==> config.mk <==
export PLATFORM = sky130hd
export DESIGN_NAME = tdm_demux_4to1
export DESIGN_NICKNAME = d
export VERILOG_FILES = /design/src/rtl/tdm_demux_4to1.sv
export SDC_FILE = /design/constraint.sdc
export NUM_CORES = 1
export LEC_CHECK = 0
export BUFFER_PORTS_ARGS = -buffer_cell sky130_fd_sc_hd__buf_4
export CAP_MARGIN = 15
export CORE_AREA = 2 2 39 41
export CTS_BUF_LIST = sky130_fd_sc_hd__clkbuf_16
export DETAILED_ROUTE_END_ITERATION = 10
export DIE_AREA = 0 0 41 43
export PLACE_DENSITY = 0.77
export SLEW_MARGIN = 10
export SYNTH_ARGS = -nofsm -noshare
export SYNTH_HDL_FRONTEND = slang
export SYNTH_SLANG_ARGS = --single-unit
==> constraint.sdc <==
create_clock -name clk -period 1.4 [get_ports clk]
set_clock_uncertainty 0.05 [all_clocks]
set_input_delay 0.14 -clock clk [delete_from_list [all_inputs] [get_ports clk]]
set_output_delay 0.14 -clock clk [all_outputs]
set_load 0.01 [all_outputs]
==> src/rtl/tdm_demux_4to1.sv <==
// tdm_demux_4to1 -- receive side of a 4-slot TDM link.
// A frame is four strobed slots (x0..x3) with sync marking slot 0. Slots 0..2
// are held in shadow registers. The whole frame is copied to y0..y3 on the
// slot-3 strobe, so a frame always appears on the outputs all at once.
// Ports:
//   clk, rst_n    clock, synchronous active-low reset
//   en            slot strobe; sync/din are ignored when en=0
//   sync          frame marker on slot 0
//   din [W-1:0]   sample for the current slot
//   err_clr       clears the sticky sync_err flag
//   y0..y3        last complete frame
//   sel [1:0]     slot index expected on the next strobe
//   locked        1 while frame alignment is held
//   frame_valid   one-cycle pulse when y0..y3 update
//   sync_err      sticky alignment error
module tdm_demux_4to1 #(
  parameter int W = 1
) (
  input  logic         clk,
  input  logic         rst_n,
  input  logic         en,
  input  logic         sync,
  input  logic [W-1:0] din,
  input  logic         err_clr,
  output logic [W-1:0] y0,
  output logic [W-1:0] y1,
  output logic [W-1:0] y2,
  output logic [W-1:0] y3,
  output logic [1:0]   sel,
  output logic         locked,
  output logic         frame_valid,
  output logic         sync_err
);

  typedef enum logic {HUNT = 1'b0, LOCKED = 1'b1} state_e;

  state_e       state_q, state_d;
  logic [1:0]   sel_q, sel_d;
  logic [W-1:0] s0_q, s0_d, s1_q, s1_d, s2_q, s2_d;
  logic [W-1:0] y0_q, y0_d, y1_q, y1_d, y2_q, y2_d, y3_q, y3_d;
  logic         fv_q, fv_d;
  logic         err_q, err_d;

  always_comb begin
    state_d = state_q;
    sel_d   = sel_q;
    s0_d    = s0_q;
    s1_d    = s1_q;
    s2_d    = s2_q;
    y0_d    = y0_q;
    y1_d    = y1_q;
    y2_d    = y2_q;
    y3_d    = y3_q;
    fv_d    = 1'b0;
    // Clear first so that an error detected on the same edge sets the flag again.
    err_d   = err_clr ? 1'b0 : err_q;

    if (en) begin
      unique case (state_q)
        HUNT: begin
          if (sync) begin
            s0_d    = din;
            sel_d   = 2'd1;
            state_d = LOCKED;
          end
        end
        LOCKED: begin
          if (sync) begin
            // A sync on any slot other than 0 drops the partial frame.
            // Alignment restarts from this sample.
            if (sel_q != 2'd0) err_d = 1'b1;
            s0_d  = din;
            sel_d = 2'd1;
          end else begin
            unique case (sel_q)
              2'd0: begin
                // Slot 0 arrived without sync, so alignment is lost.
                err_d   = 1'b1;
                state_d = HUNT;
              end
              2'd1: begin
                s1_d  = din;
                sel_d = 2'd2;
              end
              2'd2: begin
                s2_d  = din;
                sel_d = 2'd3;
              end
              default: begin
                y0_d  = s0_q;
                y1_d  = s1_q;
                y2_d  = s2_q;
                y3_d  = din;
                fv_d  = 1'b1;
                sel_d = 2'd0;
              end
            endcase
          end
        end
        default: state_d = HUNT;
      endcase
    end
  end

  always_ff @(posedge clk) begin
    if (!rst_n) begin
      state_q <= HUNT;
      sel_q   <= '0;
      s0_q    <= '0;
      s1_q    <= '0;
      s2_q    <= '0;
      y0_q    <= '0;
      y1_q    <= '0;
      y2_q    <= '0;
      y3_q    <= '0;
      fv_q    <= 1'b0;
      err_q   <= 1'b0;
    end else begin
      state_q <= state_d;
      sel_q   <= sel_d;
      s0_q    <= s0_d;
      s1_q    <= s1_d;
      s2_q    <= s2_d;
      y0_q    <= y0_d;
      y1_q    <= y1_d;
      y2_q    <= y2_d;
      y3_q    <= y3_d;
      fv_q    <= fv_d;
      err_q   <= err_d;
    end
  end

  assign y0          = y0_q;
  assign y1          = y1_q;
  assign y2          = y2_q;
  assign y3          = y3_q;
  assign sel         = sel_q;
  assign locked      = (state_q == LOCKED);
  assign frame_valid = fv_q;
  assign sync_err    = err_q;

endmodule
==> flow_metrics.env, run 1 <==
export IMPL_status="finished, final reports clean"
export IMPL_finalCritPeriodShare_pct=93.2
export IMPL_n_antenna_cell=0
export IMPL_syn_avg_cell_area_um2=9.45
export IMPL_rr_startpoint="sel[0]"
export IMPL_start_util_pct=38.2
export IMPL_num_fill_cells=121
export IMPL_track_usage_pct=13.0
export IMPL_core_um2=1380
export IMPL_drv_slew=0
export IMPL_ys_warn_count=0
export IMPL_synth_top_area_share_pct=45.4
export IMPL_endpoint_kind="register"
export IMPL_yosysSeqAreaShare_pct=45.4
export IMPL_synth_area_leaders="dfxtp_1, ha_1, nand2_1"
export IMPL_power_per_cell_area_nw_per_um2=1220
export IMPL_syn_nets=67
export IMPL_ant_nets=0
export IMPL_path_cells="inv_1 -> ha_1 -> and2b_1 -> o21ai_1 -> a32o_1"
export IMPL_yosys_area_top_type="dfxtp_1"
export IMPL_htree_levels=1
export IMPL_place_gp_congestion=0.791
export IMPL_max_slew_worst_pin_slew_ps=222
export IMPL_clock_fmax_mhz=766
export IMPL_setup_viol=0
export IMPL_cts_tree="done"
export IMPL_p_clk_share_pct=54.0
export IMPL_rsz0062_at_grt="no"
export IMPL_numPortBuffers=14
export IMPL_synth_compound_area_share_pct=13.9
export IMPL_p_switching_mw=0.169
export IMPL_pwr_share_seq_pct=38.3
export IMPL_max_cap_violations=0
export IMPL_crit_path_max_fanout=4
export IMPL_overflow=0
export IMPL_synth_common_cells="dfxtp_1, nand2_1, ha_1, nand3_1"
export IMPL_crit_start="sel[0]"
export IMPL_critical_path_max_stage_delay_ps=320
export IMPL_clkLatencyLatePin_ps=230
export IMPL_cp_start_kind="register"
export IMPL_pre_cts_ws_ps=51.3
export IMPL_yosysMostFrequentCell="dfxtp_1"
export IMPL_finalHoldViolations=0
export IMPL_vias_per_cell=4.70
export IMPL_critical_path_class="reg2reg"
export IMPL_synth_simple_area_share_pct=21.3
export IMPL_synth_fa_ha_area_share_pct=11.8
export IMPL_netlist_area_um2=529
export IMPL_synth_cell_types=19
export IMPL_synth_top_family_by_area="simple AND/OR/NAND/NOR gates"
export IMPL_regArea_um2=243
export IMPL_pwr_share_comb_pct=7.7
export IMPL_vdd_drop_max_mv=0.451
export IMPL_first_iter_violations=2
export IMPL_antenna_found_initial=0
export IMPL_yosys_area_share_xor_xnor_pct=0
export IMPL_multiInputGateArea_um2=269
export IMPL_first_pass_iters=3
export IMPL_relSlewSlack_pct=85.2
export IMPL_slowest_stage="dfxtp_2"
export IMPL_synth_cells=56
export IMPL_ys_ff_latch=12
export IMPL_hold_class="in2reg"
export IMPL_finalSetupTns_ps=0
export IMPL_clk_path_buf_depth=2
export IMPL_synthMuxAreaShare_pct=3.78
export IMPL_drc_errors=0
export IMPL_post_route_min_period_ps=1310
export IMPL_via_count=437
export IMPL_dp_hpwl_um=756
export IMPL_wire_per_inst_um=10.5
export IMPL_grt_max_degree=9
export IMPL_grt_pass1_wl_um=1570
export IMPL_row_count=14
export IMPL_clock_sinks=12
export IMPL_min_path_cells=2
export IMPL_die_h_um=43
export IMPL_die_w_um=41
export IMPL_postSynth_topFlopCell="dfxtp_1"
export IMPL_swShare_pct=18.1
export IMPL_layout_drive_gt1_share_pct=32.5
export IMPL_fin_nets=89
export IMPL_areaGrowthSynthToFinish_pct=43.7
export IMPL_cp_required_ps=1470
export IMPL_synth_edf_count=0
export IMPL_fp_dieArea_um2=1760
export IMPL_p_leak_nw=0.346
export IMPL_rr_worst_depth=5
export IMPL_root_buffer="clkbuf_16"
export IMPL_async_reset_ff_share_pct=0
export IMPL_io_pins=15
export IMPL_cts_buffers=3
export IMPL_wl_um=979
export IMPL_setup_slack_ps=94.9
export IMPL_internal_power_mw=0.761
export IMPL_cts_clk_slew_worst_paths_ps=40
export IMPL_critical_path_arrival_ps=1380
export IMPL_grt_pass1_vias=398
export IMPL_holdCritStartpoint="en"
[worst paths after layout]
| path | to | slack [ps] |
|---|---|---|
| setup / recovery | sel[1] | 90 |
| hold reg to reg | y0 | 400 |
| hold / removal | locked | 120 |
| setup reg to reg | sel[1] | 90 |
[routing by layer]
metal / GRT usage [%] / wire length, µm / vias up
met1: 16.5 / 430 / 188
met3: 3.14 / 45 / 2
met4: 8.00 / 17 / 0
met5: 0 / 0 / -
li1: - / - / 238
met2: 18.8 / 486 / 9
[sequential cells by signal, summed over array words and instances (netlist names)]
| name | cells |
|---|---|
| sel | 2 |
| frame_valid | 1 |
| locked | 1 |
| s0_q | 1 |
| s1_q | 1 |
| s2_q | 1 |
| sync_err | 1 |
| y0 | 1 |
| y1 | 1 |
| y2 | 1 |
| y3 | 1 |
[layout by cell type, fill, tap and decap left out]
cell / synthesis / final
nand3b_1: 1 / 1
nor3b_1: 1 / 1
nand3_1: 5 / 5
nor2_1: 2 / 2
a21oi_1: 4 / 4
ha_1: 5 / 5
clkbuf_16: 0 / 3
nand2b_1: 1 / 1
o21ai_0: 4 / 3
dfxtp_2: 0 / 2
a311oi_1: 1 / 1
dfxtp_1: 12 / 10
mux2i_1: 2 / 2
a221oi_2: 1 / 1
and2b_1: 1 / 1
nand2_1: 8 / 8
and3b_4: 1 / 1
nand4b_1: 1 / 1
buf_4: 0 / 18
o21ai_1: 0 / 1
clkinv_1: 0 / 1
a32o_1: 1 / 1
inv_1: 4 / 4
[cell type report]
| class | instances | share of cell area (%) |
|---|---|---|
| Clock buffer | 3 | 9.87 |
| Clock inverter | 1 | 0.493 |
| Inverter | 4 | 1.97 |
| Multi-Input combinational cell | 39 | 35.4 |
| Sequential cell | 12 | 31.9 |
| Tap cell | 16 | 2.63 |
| Timing Repair Buffer | 18 | 17.8 |
[cells by family (layout without fill, tap and decap cells)]
family                   after synthesis  after routing
AO/OA/AOI/OAI                         11             11
adder cells (fa/ha/maj)                5              5
buffers and inverters                  5             26
flip-flops                            12             12
multiplexers                           2              2
AND/OR/NAND/NOR                       21             21
[worst max-delay path, delay by kind of cell (launching register included)]
family / cells / cell delay (ps)
and+or+nand+nor: 1 / 200
AOI/OAI and AO/OA: 2 / 340
DFF: 1 / 320
adders and majority gates: 1 / 230
buffers and inverters: 1 / 50
[what timing repair did]
| action | 4_1_cts | 5_1_grt |
|---|---|---|
| gates resized for setup | 0 | 1 |
| endpoints found under the setup margin | 0 | 4 |
| hold buffers | 0 | 0 |
| setup buffers | 0 | 1 |
[through the flow]
stage	power [mW]	utilization, %	hold WS (ps)	instance area, µm²	instances
floorplan	0.397	-	205	532	56
CTS	0.938	54.4	119	753	92
global placement	0.432	48.7	352	674	88
finish	0.929	55.0	117	761	93
detailed placement	0.433	48.7	361	674	88
global route	0.963	55.0	131	761	93
[power by group through the flow]
stage               Clock, mW  Combinational, mW  Sequential [mW]
finish                  0.502             0.0713            0.356
global route            0.526             0.0804            0.356
CTS                     0.510             0.0721            0.356
detailed placement          0             0.0717            0.362
global placement            0             0.0701            0.361
floorplan                   0             0.0325            0.364
Note: power is estimated with default switching activity, not from simulation.
==> inputs of run 2 (changes only) <==
--- a/config.mk
+++ b/config.mk
@@ -11,7 +11,7 @@
 export CTS_BUF_LIST = sky130_fd_sc_hd__clkbuf_16
 export DETAILED_ROUTE_END_ITERATION = 10
 export DIE_AREA = 0 0 41 43
-export PLACE_DENSITY = 0.77
+export PLACE_DENSITY = 0.66
 export SLEW_MARGIN = 10
 export SYNTH_ARGS = -nofsm -noshare
 export SYNTH_HDL_FRONTEND = slang
==> flow_metrics.env, run 2 (same netlist as run 1, synthesis figures left out) <==
export IMPL_cts_tree="done"
export IMPL_critical_path_class="reg2reg"
export IMPL_cts_clk_slew_worst_paths_ps=40
export IMPL_place_gp_congestion=0.789
export IMPL_overflow=0
export IMPL_finalSetupTns_ps=0
export IMPL_hold_class="in2reg"
export IMPL_clock_fmax_mhz=772
export IMPL_cts_resized=1
export IMPL_die_w_um=41
export IMPL_first_iter_violations=8
export IMPL_critical_path_arrival_ps=1380
export IMPL_io_pins=15
export IMPL_antenna_found_initial=0
export IMPL_status="finished, final reports clean"
export IMPL_timing_rr_end="sel[1]"
export IMPL_layout_drive_gt1_share_pct=32.4
export IMPL_rrSetupSlack_ps=110
export IMPL_crit_path_max_fanout=4
export IMPL_root_buffer="clkbuf_16"
export IMPL_post_cts_setup_buffers=0
export IMPL_grt_max_degree=9
export IMPL_endpoint_kind="register"
export IMPL_cp_start_kind="register"
export IMPL_dp_hpwl_um=727
export IMPL_swShare_pct=20.2
export IMPL_setup_viol=0
export IMPL_max_slew_worst_pin_slew_ps=284
export IMPL_p_switching_mw=0.192
export IMPL_areaGrowthSynthToFinish_pct=41.6
export IMPL_clkLatencyLatePin_ps=240
export IMPL_track_usage_pct=15.7
export IMPL_cp_required_ps=1480
export IMPL_mostFrequentLayoutCells="buf_4, dfxtp_1, nand2_1, nand3_1"
export IMPL_grt_pass1_wl_um=1730
export IMPL_drv_slew=0
export IMPL_post_route_min_period_ps=1290
export IMPL_via_count=464
export IMPL_wire_per_inst_um=11.4
export IMPL_power_per_cell_area_nw_per_um2=1270
export IMPL_htree_levels=1
export IMPL_clk_path_buf_depth=2
export IMPL_rr_startpoint="sel[0]"
export IMPL_holdCritStartpoint="err_clr"
export IMPL_internal_power_mw=0.758
export IMPL_max_cap_violations=0
export IMPL_ant_nets=0
export IMPL_grt_pass1_vias=429
export IMPL_finalHoldViolations=0
export IMPL_mostFrequentLayoutCell="buf_4"
export IMPL_rsz0062_at_grt="no"
export IMPL_p_total_mw=0.950
export IMPL_min_path_cells=3
export IMPL_numPortBuffers=14
export IMPL_finalCritPeriodShare_pct=92.5
export IMPL_n_antenna_cell=0
export IMPL_rr_worst_depth=5
export IMPL_drc_errors=0
export IMPL_start_util_pct=38.2
export IMPL_pwr_share_seq_pct=37.3
export IMPL_largest_reg_flops=2
export IMPL_wl_um=1030
export IMPL_num_fill_cells=138
export IMPL_relSlewSlack_pct=80.9
export IMPL_first_pass_iters=4
export IMPL_ctsHoldBuffers=0
export IMPL_row_count=14
export IMPL_hold_end="sync_err"
export IMPL_p_clk_share_pct=55.5
export IMPL_fin_nets=86
export IMPL_vdd_drop_max_mv=0.905
export IMPL_clock_sinks=12
export IMPL_pwr_share_comb_pct=7.2
export IMPL_cts_buffers=3
export IMPL_vias_per_cell=5.16
export IMPL_p_leak_nw=0.331
export IMPL_fp_dieArea_um2=1760
export IMPL_die_h_um=43
export IMPL_core_um2=1380
==> run 2: worst max-delay path by stage <==
stage,startpoint,to,depth (start not counted)
5_1_grt,sel[0],sel[1],5
4_1_cts,sel[1],sel[1],5
6_report,sel[0],sel[1],5
2_1_floorplan,sel[0],sel[1],5
3_5_place_dp,sel[0],sel[1],5
3_3_place_gp,sel[0],sel[1],5
==> run 2: worst max-delay path: stages (launching register included) <==
cell,delay (ps)
dfxtp_4,350
inv_1,50
ha_2,210
and2b_1,210
o21ai_2,60
a32o_1,250
==> run 2: area by class of cell <==
cell class	instances	area [µm²]	area share, %
inverter	4	15.0	2.00
timing repair buffer	15	113	15.0
clock buffer	3	75.1	10.0
clock inverter	1	3.75	0.501
tap	16	20.0	2.67
multi-input combinational	39	275	36.7
sequential	12	248	33.1
==> run 2: layer usage <==
metal / wire (µm) / up-vias / global-route usage [%]
met1: 452 / 214 / 17.4
met5: 0 / - / 0
li1: - / 231 / -
met2: 466 / 14 / 22.5
met3: 72 / 5 / 6.28
met4: 37 / 0 / 12.0
==> run 2: per-stage QoR <==
step / setup slack [ps] / area (µm²) / cells / utilization (%) / hold slack, ps
after floorplan: 26.2 / 532 / 56 / - / 205
after global placement: 41.9 / 659 / 86 / 47.6 / 352
after detailed placement: 9.11 / 659 / 86 / 47.6 / 359
after CTS: 34.0 / 741 / 90 / 53.5 / 108
after global routing: 45.3 / 749 / 90 / 54.2 / 117
final: 105 / 749 / 90 / 54.2 / 110
==> run 2: power by group through the flow <==
stage	Combinational (mW)	Clock (mW)	Sequential [mW]
global route	0.0775	0.551	0.356
detailed placement	0.0668	0	0.363
CTS	0.0678	0.538	0.357
global placement	0.0666	0	0.363
floorplan	0.0325	0	0.364
finish	0.0687	0.527	0.355
